<file path="src/rtl/tpu_pkg.sv">
// Shared types and pin-map constants for the TPU host driver.
package tpu_pkg;

    typedef enum logic [1:0] {
        IDLE,
        LOAD,
        WAIT_DONE,
        CAPTURE
    } state_t;

    localparam int NUM_BYTES      = 8;
    localparam int UIO_LOAD_EN    = 0;
    localparam int UIO_TRANSPOSE  = 1;
    localparam int UIO_ACTIVATION = 2;
    localparam int UIO_DONE       = 7;

endpackage

</file>
<file path="src/rtl/tpu_byte_deser.sv">
// Collects result bytes into a shadow register and publishes
// all four 16-bit results together once the last byte arrives.
module tpu_byte_deser
    import tpu_pkg::*;
(
    input  logic        clk,
    input  logic        rst,
    input  logic        shift_en,
    input  logic [7:0]  byte_in,
    output logic        last,
    output logic        result_valid,
    output logic [15:0] c00,
    output logic [15:0] c01,
    output logic [15:0] c10,
    output logic [15:0] c11
);

    localparam int CW = $clog2(NUM_BYTES);
    localparam int SW = 8 * (NUM_BYTES - 1);
    localparam logic [CW-1:0] C_LAST = CW'(NUM_BYTES - 1);

    logic [CW-1:0] cnt;
    logic [SW-1:0] shadow;

    assign last = (cnt == C_LAST);

    always_ff @(posedge clk) begin
        if (rst) begin
            cnt          <= '0;
            shadow       <= '0;
            result_valid <= 1'b0;
            c00          <= '0;
            c01          <= '0;
            c10          <= '0;
            c11          <= '0;
        end else begin
            result_valid <= 1'b0;
            if (shift_en) begin
                shadow <= {shadow[SW-9:0], byte_in};
                cnt    <= cnt + 1'b1;
                // First byte received lands in c00[15:8]
                if (last) begin
                    {c00, c01, c10, c11} <= {shadow, byte_in};
                    result_valid         <= 1'b1;
                    cnt                  <= '0;
                end
            end
        end
    end

endmodule

</file>
<file path="src/rtl/tpu_host_driver.sv">
// Host-side master for the 2x2 systolic TPU: serialises operands,
// waits for done with a timeout, then reads back four results.
module tpu_host_driver
    import tpu_pkg::*;
#(
    parameter int TIMEOUT_CYCLES = 64,
    parameter int NUM_BYTES      = 8
) (
    input  logic        clk,
    input  logic        rst,
    input  logic        start,
    input  logic [31:0] weights,
    input  logic [31:0] inputs,
    input  logic        transpose_req,
    input  logic        relu_req,
    output logic        busy,
    output logic        result_valid,
    output logic        timeout_err,
    output logic [15:0] c00,
    output logic [15:0] c01,
    output logic [15:0] c10,
    output logic [15:0] c11,
    output logic [7:0]  tpu_ui_in,
    output logic [7:0]  tpu_uio_in,
    input  logic [7:0]  tpu_uo_out,
    input  logic        tpu_done
);

    localparam int TW = (TIMEOUT_CYCLES > 1) ? $clog2(TIMEOUT_CYCLES) : 1;
    localparam int KW = $clog2(NUM_BYTES);
    localparam logic [TW-1:0] T_LAST = TW'(TIMEOUT_CYCLES - 1);
    localparam logic [KW-1:0] K_LAST = KW'(NUM_BYTES - 1);

    state_t                 state;
    state_t                 state_n;
    logic [KW-1:0]          k;
    logic [TW-1:0]          wait_cnt;
    logic [8*NUM_BYTES-1:0] ops;
    logic                   transpose_q;
    logic                   relu_q;
    logic                   shift_en;
    logic                   deser_last;
    logic                   timeout_hit;

    always_comb begin
        state_n     = state;
        shift_en    = 1'b0;
        timeout_hit = 1'b0;
        unique case (state)
            IDLE: begin
                if (start) state_n = LOAD;
            end
            LOAD: begin
                if (k == K_LAST) state_n = WAIT_DONE;
            end
            WAIT_DONE: begin
                // done wins over an expiring timeout in the same cycle
                if (tpu_done) begin
                    shift_en = 1'b1;
                    state_n  = CAPTURE;
                end else if (wait_cnt == T_LAST) begin
                    timeout_hit = 1'b1;
                    state_n     = IDLE;
                end
            end
            CAPTURE: begin
                shift_en = 1'b1;
                if (deser_last) state_n = IDLE;
            end
            default: state_n = IDLE;
        endcase
    end

    always_ff @(posedge clk) begin
        if (rst) begin
            state       <= IDLE;
            k           <= '0;
            wait_cnt    <= '0;
            ops         <= '0;
            transpose_q <= 1'b0;
            relu_q      <= 1'b0;
            timeout_err <= 1'b0;
        end else begin
            state       <= state_n;
            timeout_err <= timeout_hit;
            k           <= (state == LOAD) ? k + 1'b1 : '0;
            wait_cnt    <= (state == WAIT_DONE) ? wait_cnt + 1'b1 : '0;
            if (state == IDLE && start) begin
                ops         <= {inputs, weights};
                transpose_q <= transpose_req;
                relu_q      <= relu_req;
            end
        end
    end

    assign busy = (state != IDLE);

    always_comb begin
        tpu_ui_in  = '0;
        tpu_uio_in = '0;
        if (state == LOAD) tpu_ui_in = ops[{k, 3'b000} +: 8];
        tpu_uio_in[UIO_LOAD_EN]    = (state == LOAD);
        tpu_uio_in[UIO_TRANSPOSE]  = busy & transpose_q;
        tpu_uio_in[UIO_ACTIVATION] = busy & relu_q;
    end

    tpu_byte_deser u_deser (
        .clk          (clk),
        .rst          (rst),
        .shift_en     (shift_en),
        .byte_in      (tpu_uo_out),
        .last         (deser_last),
        .result_valid (result_valid),
        .c00          (c00),
        .c01          (c01),
        .c10          (c10),
        .c11          (c11)
    );

endmodule

</file>
<file path="config.mk">
export PLATFORM = sky130hd
export DESIGN_NAME = tpu_host_driver
export DESIGN_NICKNAME = d
export VERILOG_FILES = /design/src/rtl/tpu_pkg.sv /design/src/rtl/tpu_byte_deser.sv /design/src/rtl/tpu_host_driver.sv
export SDC_FILE = /design/constraint.sdc
export NUM_CORES = 1
export LEC_CHECK = 0
export ABC_AREA = 1
export ABC_CLOCK_PERIOD_IN_PS = 2000
export BUFFER_PORTS_ARGS = -buffer_cell sky130_fd_sc_hd__clkbuf_2
export CORE_MARGIN = 3
export CORE_UTILIZATION = 50
export CTS_CLUSTER_SIZE = 40
export DETAILED_ROUTE_END_ITERATION = 7
export HOLD_SLACK_MARGIN = 0.08
export PLACE_DENSITY = 0.74
export SETUP_SLACK_MARGIN = 0.02
export SLEW_MARGIN = 20
export SYNTH_ARGS = -nofsm -noshare
export SYNTH_HDL_FRONTEND = slang
export SYNTH_SLANG_ARGS = --single-unit
</file>
<file path="constraint.sdc">
create_clock -name clk -period 2 [get_ports clk]
set_input_delay 0.2 -clock clk [delete_from_list [all_inputs] [get_ports clk]]
set_output_delay 0.2 -clock clk [all_outputs]
set_load 0.02 [all_outputs]
</file>
==> Yosys cells after proc, flatten, opt, wreduce, memory -nomap -nowiden <==
Index checks and enable logic that the tools add are counted.
{ "classes": {"shifts": 1, "mux": 12, "n_reduce_logical": 9, "addsub": 3, "n_div": 0, "n_lt_le_gt_ge": 0, "n_mul": 0, "bitwise_logic": 5, "n_eq_ne": 10} }
{ "op_table": {"columns": ["cell", "n"], "rows": [
  ["$shiftx A64 B7 Y8", 1],
  ["$mux W2", 5],
  ["$mux W8", 1],
  ["$pmux W2 S4", 1],
  ["$add A3 B1 Y3 const B", 2],
  ["$add A6 B1 Y6 const B", 1],
  ["$eq A3 B3 Y1 const B", 2],
  ["$eq A6 B6 Y1 const B", 1],
  ["$reduce_or A2 Y1", 3],
  ["$eq A2 B2 Y1 const B", 2],
  ["$ne A2 B2 Y1 const B", 2],
  ["$reduce_and A4 Y1", 1],
  ["$mux W1", 3],
  ["$mux W3", 1],
  ["$ne A3 B3 Y1 const B", 1],
  ["$not A1 Y1", 3],
  ["$reduce_or A3 Y1", 1],
  ["$and A1 B1 Y1", 2],
  ["$eq A2 B1 Y1 const B", 1],
  ["$logic_not A2 Y1", 1],
  ["$ne A2 B1 Y1 const B", 1],
  ["$pmux W1 S2", 1],
  ["$reduce_and A2 Y1", 1],
  ["$reduce_bool A2 Y1", 1],
  ["$logic_and A1 B1 Y1", 1]
]} }
{ "word_totals": {"romBits": 0, "output_inout_bits": 83, "reg_bits": 202, "input_bits": 78, "latchBits": 0, "ram_bits": 0, "n_memories": 0, "wordCells": 54} }

==> Depth between registers and ports, before layout <==
Gate-level depths: netlist of the first run.
{ "depth": {"depth_word": 4, "depth_mapped": 9} }

==> Cells and area by module <==
From an unflattened synthesis of the first run, not the netlist that was laid out.
{ "hier_totals": {"hier_cells": 1188, "area_unflattened_um2": 8525.7} }
{ "modules_own_cells": {"columns": ["mod", "instances", "area_per_inst_um2", "cells_each"], "rows": [
  ["tpu_byte_deser", 1, 4888.4, 681],
  ["tpu_host_driver", 1, 3637.2, 507]
]} }

==> Worst setup path before layout of the first run <==
No wires, ideal clock.
{ "synth_timing": {"kind": "register to output", "startpoint": "register k[0]", "endpoint": "output port tpu_ui_in[3]", "required_time_ns": 1.800, "setup_slack_ns": 0.536, "t_arrival_ns": 1.264, "stages_incl_launch_ff": 8, "cell_sequence": "dfxtp_1 buf_2 inv_1 clkbuf_1 o21ai_0 o21ai_1 nor2_1 nor2_1"} }
{ "synth_between": {"elab_chain_cells": 2} }
{ "synth_rtl": {"columns": ["item", "line_no", "source"], "rows": [
  ["from (decl)", "tpu_host_driver.sv:36", "logic [KW-1:0] k;"],
  ["from (signal assigned)", "tpu_host_driver.sv:86", "k <= (state == LOAD) ? k + 1'b1 : '0;"],
  ["$shiftx A64 B7 Y8", "tpu_host_driver.sv:101", "if (state == LOAD) tpu_ui_in = ops[{k, 3'b000} +: 8];"],
  ["$mux W8", "tpu_host_driver.sv:101", null],
  ["to (decl)", "tpu_host_driver.sv:23", "output logic [7:0] tpu_ui_in,"]
]} }
No other way between the ends.

==> Worst setup path in the final report of the first run <==
Ends and elaborated chain as after synthesis.

==> flow_summary.ini, run 1 <==
[status]
status = complete, no violations

[timing]
slew_viol_final = 0
rsz0062_at_grt = yes
fin_crit_sh = 0.990
setup_slack_ns = 0.0198
relSlewSlack = 0.552
timing.final.crit_period_ns = 1.98
clock.fmax_ghz = 0.505
hold_violations = 0
worst-slew-pin-transition_ns = 0.671
clock_skew_ns = 0.0113
setup_viol_count_final = 0
setup_tns_ns = 0

[floorplanning]
start_util = 0.522
die_h_um = 131
coreArea_um2 = 14900
die_w_um = 131
row_count = 44
num_io_pins = 161
die-area_um2 = 17000

[route]
antenna_left = 0
wl_met2_um = 9310
wl_um = 20200
drt_iter0_drc = 491
drtPass1Iterations = 7
drc_errors = 0
dr_total_vias = 7261
top_layer = met4
wl_met1_um = 9120
wl_met3_um = 1320
drt-vias-per-instance = 5.16
post_drt_wl_per_cell_um = 14.4

[logic_synthesis]
ys_types = 28
synth_area_um2 = 7750
yosys_warnings = 0
postSynthCellCount = 1003
synth_top_area_share = 0.522
yosysMostFrequentCell = nor2_1
ys.flop_type = dfxtp_1
synth_area_leaders = dfxtp_1 (52%), nor2_1 (13%), o21ai_0 (11%)
ys_async_sr_fraction = 0
synth-seq-area-share = 0.522
synth-seq-cells = 202
synth_top_cell_by_area = dfxtp_1
synth-edff-count = 0
avgSynthCellArea_um2 = 7.73
netlist_top_cells_count = nor2_1 (267), dfxtp_1 (202), o21ai_0 (172)

[min_path]
hold_class = input port to flip-flop
hold_depth = 3
worstHoldStart = start

[pwr]
cellLeakagePower_uw = 0.00438
seqPwrFrac = 0.431
vdd_ir_drop_max_uv = 637
power.switching_uw = 3780
p_int_uw = 8030
p_comb_frac = 0.244
swShare = 0.320
clkPwrFrac = 0.325
p_per_area_nw_per_um2 = 1170
power_uw = 11800

[clocking]
cts_htree_levels = 1
clkSinkCount = 202
cts_root_buf = clkbuf_16
clock_latency_ns = 0.49
cts_tree = done
clk_pin_slew_worst_paths_ns = 0.06
cts_made_buffers = 21
cts_max_path_buffers = 3

[placed_design]
place_ws_ns = 0.156
globalplace.congestion = 0.842
port_buffers = 155
placed_cell_area_um2 = 8530
dp_hpwl_um = 12200

[layout]
fin_util = 0.679
finish.instance_area_um2 = 10100
ff_latch_area_um2 = 4050
antenna_cells = 0
nets = 1291
syn2layout_area_growth_pct = 30.1
nFillCells = 1243
drive_gt1_frac = 0.190
multiInputGateArea_um2 = 3070

[setup_path]
critical_path.endpoint_type = output port
crit_type = flip-flop to output port
required_ns = 1.80
path_max_fanout = 32
r2r_start = state[0]
cp-start-kind = flip-flop
arrival_ns = 1.78
regToRegSetupSlack_ns = 0.25
cp-startpoint = k[0]
reg2reg_depth = 8

[global_route]
grt_start_max_net_pins = 87
grt_pass1_vias = 6563
antenna_found_initial = 0
grt_pass1_wl_um = 31800
grt_overflow_total = 0
grt_use_total = 0.226

[flow_run]
cap_violations = 0
[path summary, 6_finish.rpt]
path	to
max	tpu_ui_in[3]
max reg2reg	ops[50]
min reg2reg	wait_cnt[0]
min	transpose_q
[critical path, cell delays in order (launching register included)]
cell and delay, ns:
dfxtp_4 0.39, inv_1 0.08, buf_12 0.17, o21ai_1 0.22
nand3_1 0.13, nand2_1 0.10, nor2_1 0.06, buf_4 0.15
[layer usage]
layer	up-vias	global-route usage
li1	3662	-
met1	3320	0.313
met2	245	0.362
met3	34	0.0402
met4	0	0.0678
met5	-	0
[sequential cells by signal (all words and copies together) (netlist names)]
signal,count
u_deser.result_valid,1
u_deser.cnt,3
u_deser.c01,16
wait_cnt,6
u_deser.c11,16
state,2
k,3
relu_q,1
ops,64
u_deser.c10,16
transpose_q,1
timeout_err,1
u_deser.c00,16
u_deser.shadow,56
[cells by family (layout without fill, tap and decap cells)]
family | after synthesis | after routing | share of synthesized area
flops | 202 | 202 | 0.522
other cells | 1 | 5 | 0.000484
compound gates | 279 | 279 | 0.182
buf+inv | 133 | 348 | 0.0881
fa+ha+maj | 5 | 5 | 0.00807
simple gates | 383 | 384 | 0.200
[stage by stage]
step,std cells,hold slack [ns]
final,1407,0.183
after global routing,1407,0.208
after CTS,1403,0.169
after detailed placement,1288,0.417
after global placement,1288,0.409
after floorplan,1007,0.279
[area by class of cell]
type,instances,area share
well taps,184,0.0228
flip-flops and latches,202,0.401
multi-input cells,673,0.304
clock buffers,28,0.0567
clock inverters,10,0.0108
inverters,59,0.0229
repair buffers,251,0.181
[power by group through the flow]
stage	combinational [uW]	sequential (uW)	clock (uW)
after floorplan	2210	5050	0
after global placement	2570	5140	0
after detailed placement	2620	5150	0
after CTS	2800	5080	3910
after global routing	3290	5160	4070
final	2880	5090	3840
[cell usage in the layout, fill, tap and decap left out, drive strengths merged]
cell         count
dlygate4sd3     75
clkinv           6
o21a             1
nand3           52
o21ai          214
inv             58
a21oi           64
nor3b            1
clkbuf         175
conb             5
nor2           269
nand4            1
nand2           59
nor3             2
buf             29
clkinvlp         3
bufinv           2
ha               5
dfxtp          202
[repair_timing]
item                                    4_1_cts  5_1_grt
pin swaps                                     2        8
gates resized for setup                      24       27
endpoints found under the hold margin        83        0
endpoints found under the setup margin        8       28
gates cloned                                  1        1
buffers inserted                              1        3
hold buffers                                 75        0
No activity file was read; power rests on OpenSTA's default activity.
==> run 2, diff against run 1 <==
--- a/config.mk
+++ b/config.mk
@@ -13,7 +13,8 @@
 export CTS_CLUSTER_SIZE = 40
 export DETAILED_ROUTE_END_ITERATION = 7
 export HOLD_SLACK_MARGIN = 0.08
-export PLACE_DENSITY = 0.74
+export PLACE_DENSITY = 0.84
+export REMOVE_ABC_BUFFERS = 1
 export SETUP_SLACK_MARGIN = 0.02
 export SLEW_MARGIN = 20
 export SYNTH_ARGS = -nofsm -noshare
==> run 2 against run 1 <==
  * The run now ends with negative setup slack left
  * Wire length grew 12%
  * Count of clock-buffer cells in the layout unchanged
  * First-iteration DRC count up 30%
  * Total power up 2.4%
  * Register-to-register slack got worse by 0.11 ns
  * Clock skew increased by 0.0060 ns
  * Setup slack got worse by 0.18 ns
  * Flip-flop and latch count is the same
  * Design area up 0.65%
  * Critical path type unchanged
==> flow_summary.ini, run 2 (same netlist as run 1, synthesis figures left out) <==
[status]
status = finished, violations left
violations = negative setup slack

[clocking]
clkSinkCount = 202
clock_latency_ns = 0.49
clk_pin_slew_worst_paths_ns = 0.06
cts_root_buf = clkbuf_16
cts_made_buffers = 21
cts_max_path_buffers = 3
cts_tree = done
cts_htree_levels = 1

[timing]
slew_viol_final = 0
clock.fmax_ghz = 0.463
setup_viol_count_final = 2
clock_skew_ns = 0.0174
setup_slack_ns = -0.160
fin_crit_sh = 1.08
setup_tns_ns = -0.187
worst-slew-pin-transition_ns = 0.532
hold_violations = 0
timing.final.crit_period_ns = 2.16
relSlewSlack = 0.645
rsz0062_at_grt = yes

[floorplanning]
row_count = 44
start_util = 0.522
die-area_um2 = 17000
die_w_um = 131
die_h_um = 131
coreArea_um2 = 14900
num_io_pins = 161

[route]
drtPass1Iterations = 6
drc_errors = 0
drt_iter0_drc = 636
post_drt_wl_per_cell_um = 16.0
dr_total_vias = 7624
antenna_left = 0
wl_um = 22500
drt-vias-per-instance = 5.41

[setup_path]
worstSetupEndpoint = tpu_ui_in[1]
cp-startpoint = k[0]
critical_path.endpoint_type = output port
required_ns = 1.80
reg2reg_depth = 7
regToRegSetupSlack_ns = 0.14
path_max_fanout = 8
arrival_ns = 1.96
cp-start-kind = flip-flop
crit_type = flip-flop to output port
r2r_start = u_deser.cnt[0]
rr_endpoint = u_deser.c00[1]

[layout]
drive_gt1_frac = 0.195
largest_reg_flops = 64
reg_top3 = ops (64), u_deser.shadow (56)
nets = 1296
finish.instance_area_um2 = 10200
top_register = ops
layout_common_cells = nor2_1 (260), dfxtp_1 (200), o21ai_0 (164), clkbuf_2 (147), dlygate4sd3_1 (75)
nFillCells = 1157
ff_latch_area_um2 = 4050
fin_util = 0.683
multiInputGateArea_um2 = 3090
layout_commonest_cell = nor2_1
syn2layout_area_growth_pct = 31.0

[pwr]
power_uw = 12100
cellLeakagePower_uw = 0.00441
p_per_area_nw_per_um2 = 1190
vdd_ir_drop_max_uv = 658

[global_route]
grt_start_max_net_pins = 83
grt_pass1_vias = 7130
grt_use_total = 0.241
grt_pass1_wl_um = 33800
grt_overflow_total = 0
antenna_found_initial = 2

[placed_design]
port_buffers = 155
dp_hpwl_um = 11900
globalplace.congestion = 0.842
placed_cell_area_um2 = 8540

[flow_run]
cap_violations = 0

[min_path]
hold_class = input port to flip-flop
run 2: cell count changes in the layout (fill, tap and decap cells not counted), moves of 3 or more:
| cell | before | now |
|---|---|---|
| clkinvlp_4 | 3 | 0 |
| nor2_1 | 263 | 260 |
| o21ai_1 | 53 | 47 |
| o21ai_0 | 158 | 164 |
| buf_4 | 15 | 18 |
| clkbuf_1 | 5 | 2 |
| clkbuf_8 | 2 | 5 |
| clkinv_2 | 6 | 2 |
run 2: layout make-up:
type	count	area share
flip-flops and latches	202	0.399
multi-input cells	673	0.304
repair buffers	256	0.184
clock buffers	28	0.0593
well taps	184	0.0227
inverters	59	0.0224
clock inverters	5	0.00887
diodes	2	0.000493
run 2: how the worst min path moves through the flow:
stage	slack [ns]	from	cells after the start	end
2_1_floorplan	0.27	rst	1	state[0]
3_3_place_gp	0.41	tpu_uo_out[2]	3	u_deser.c11[2]
3_5_place_dp	0.41	tpu_uo_out[6]	3	u_deser.c11[6]
4_1_cts	0.13	rst	4	u_deser.cnt[1]
5_1_grt	0.17	rst	4	u_deser.c11[14]
6_report	0.15	rst	4	u_deser.shadow[19]
run 2: where the power goes:
group / switching (uW) / internal, uW / leakage [uW] / total (uW)
registers: 383 / 4720 / 0.00165 / 5100
clock network: 1540 / 2360 / 0.000341 / 3900
logic: 1980 / 1110 / 0.00242 / 3090
total: 3900 / 8190 / 0.00441 / 12100
run 2: per-layer routing:
layer	GRT usage	vias up	wire length, um
li1	-	3672	-
met1	0.302	3523	9010
met2	0.418	370	11000
met3	0.0484	59	1910
met4	0.0726	0	630
met5	0	-	0
run 2: timing repair:
action                                  in CTS  in global routing
endpoints found under the hold margin       83                  0
cloned                                       2                  3
hold buffers                                75                  0
endpoints found under the setup margin       8                 23
resized for setup                            7                 49
buffers inserted                             2                  1
pin swaps                                    0                  5
run 2: worst max-delay path, cell delays in order, from the launching register on:
cell and delay [ns]:
dfxtp_4 0.37, buf_4 0.18, o21ai_0 0.23, o21ai_0 0.15, nor2_1 0.27, nor2_2 0.13
buf_6 0.15
run 2: through the flow:
stage	hold slack [ns]	setup WS [ns]	std cells
after global placement	0.410	0.187	1291
after CTS	0.131	0.0173	1403
after global routing	0.169	-0.247	1409
after floorplan	0.269	-1.05	933
after detailed placement	0.414	0.118	1291
final	0.146	-0.160	1409
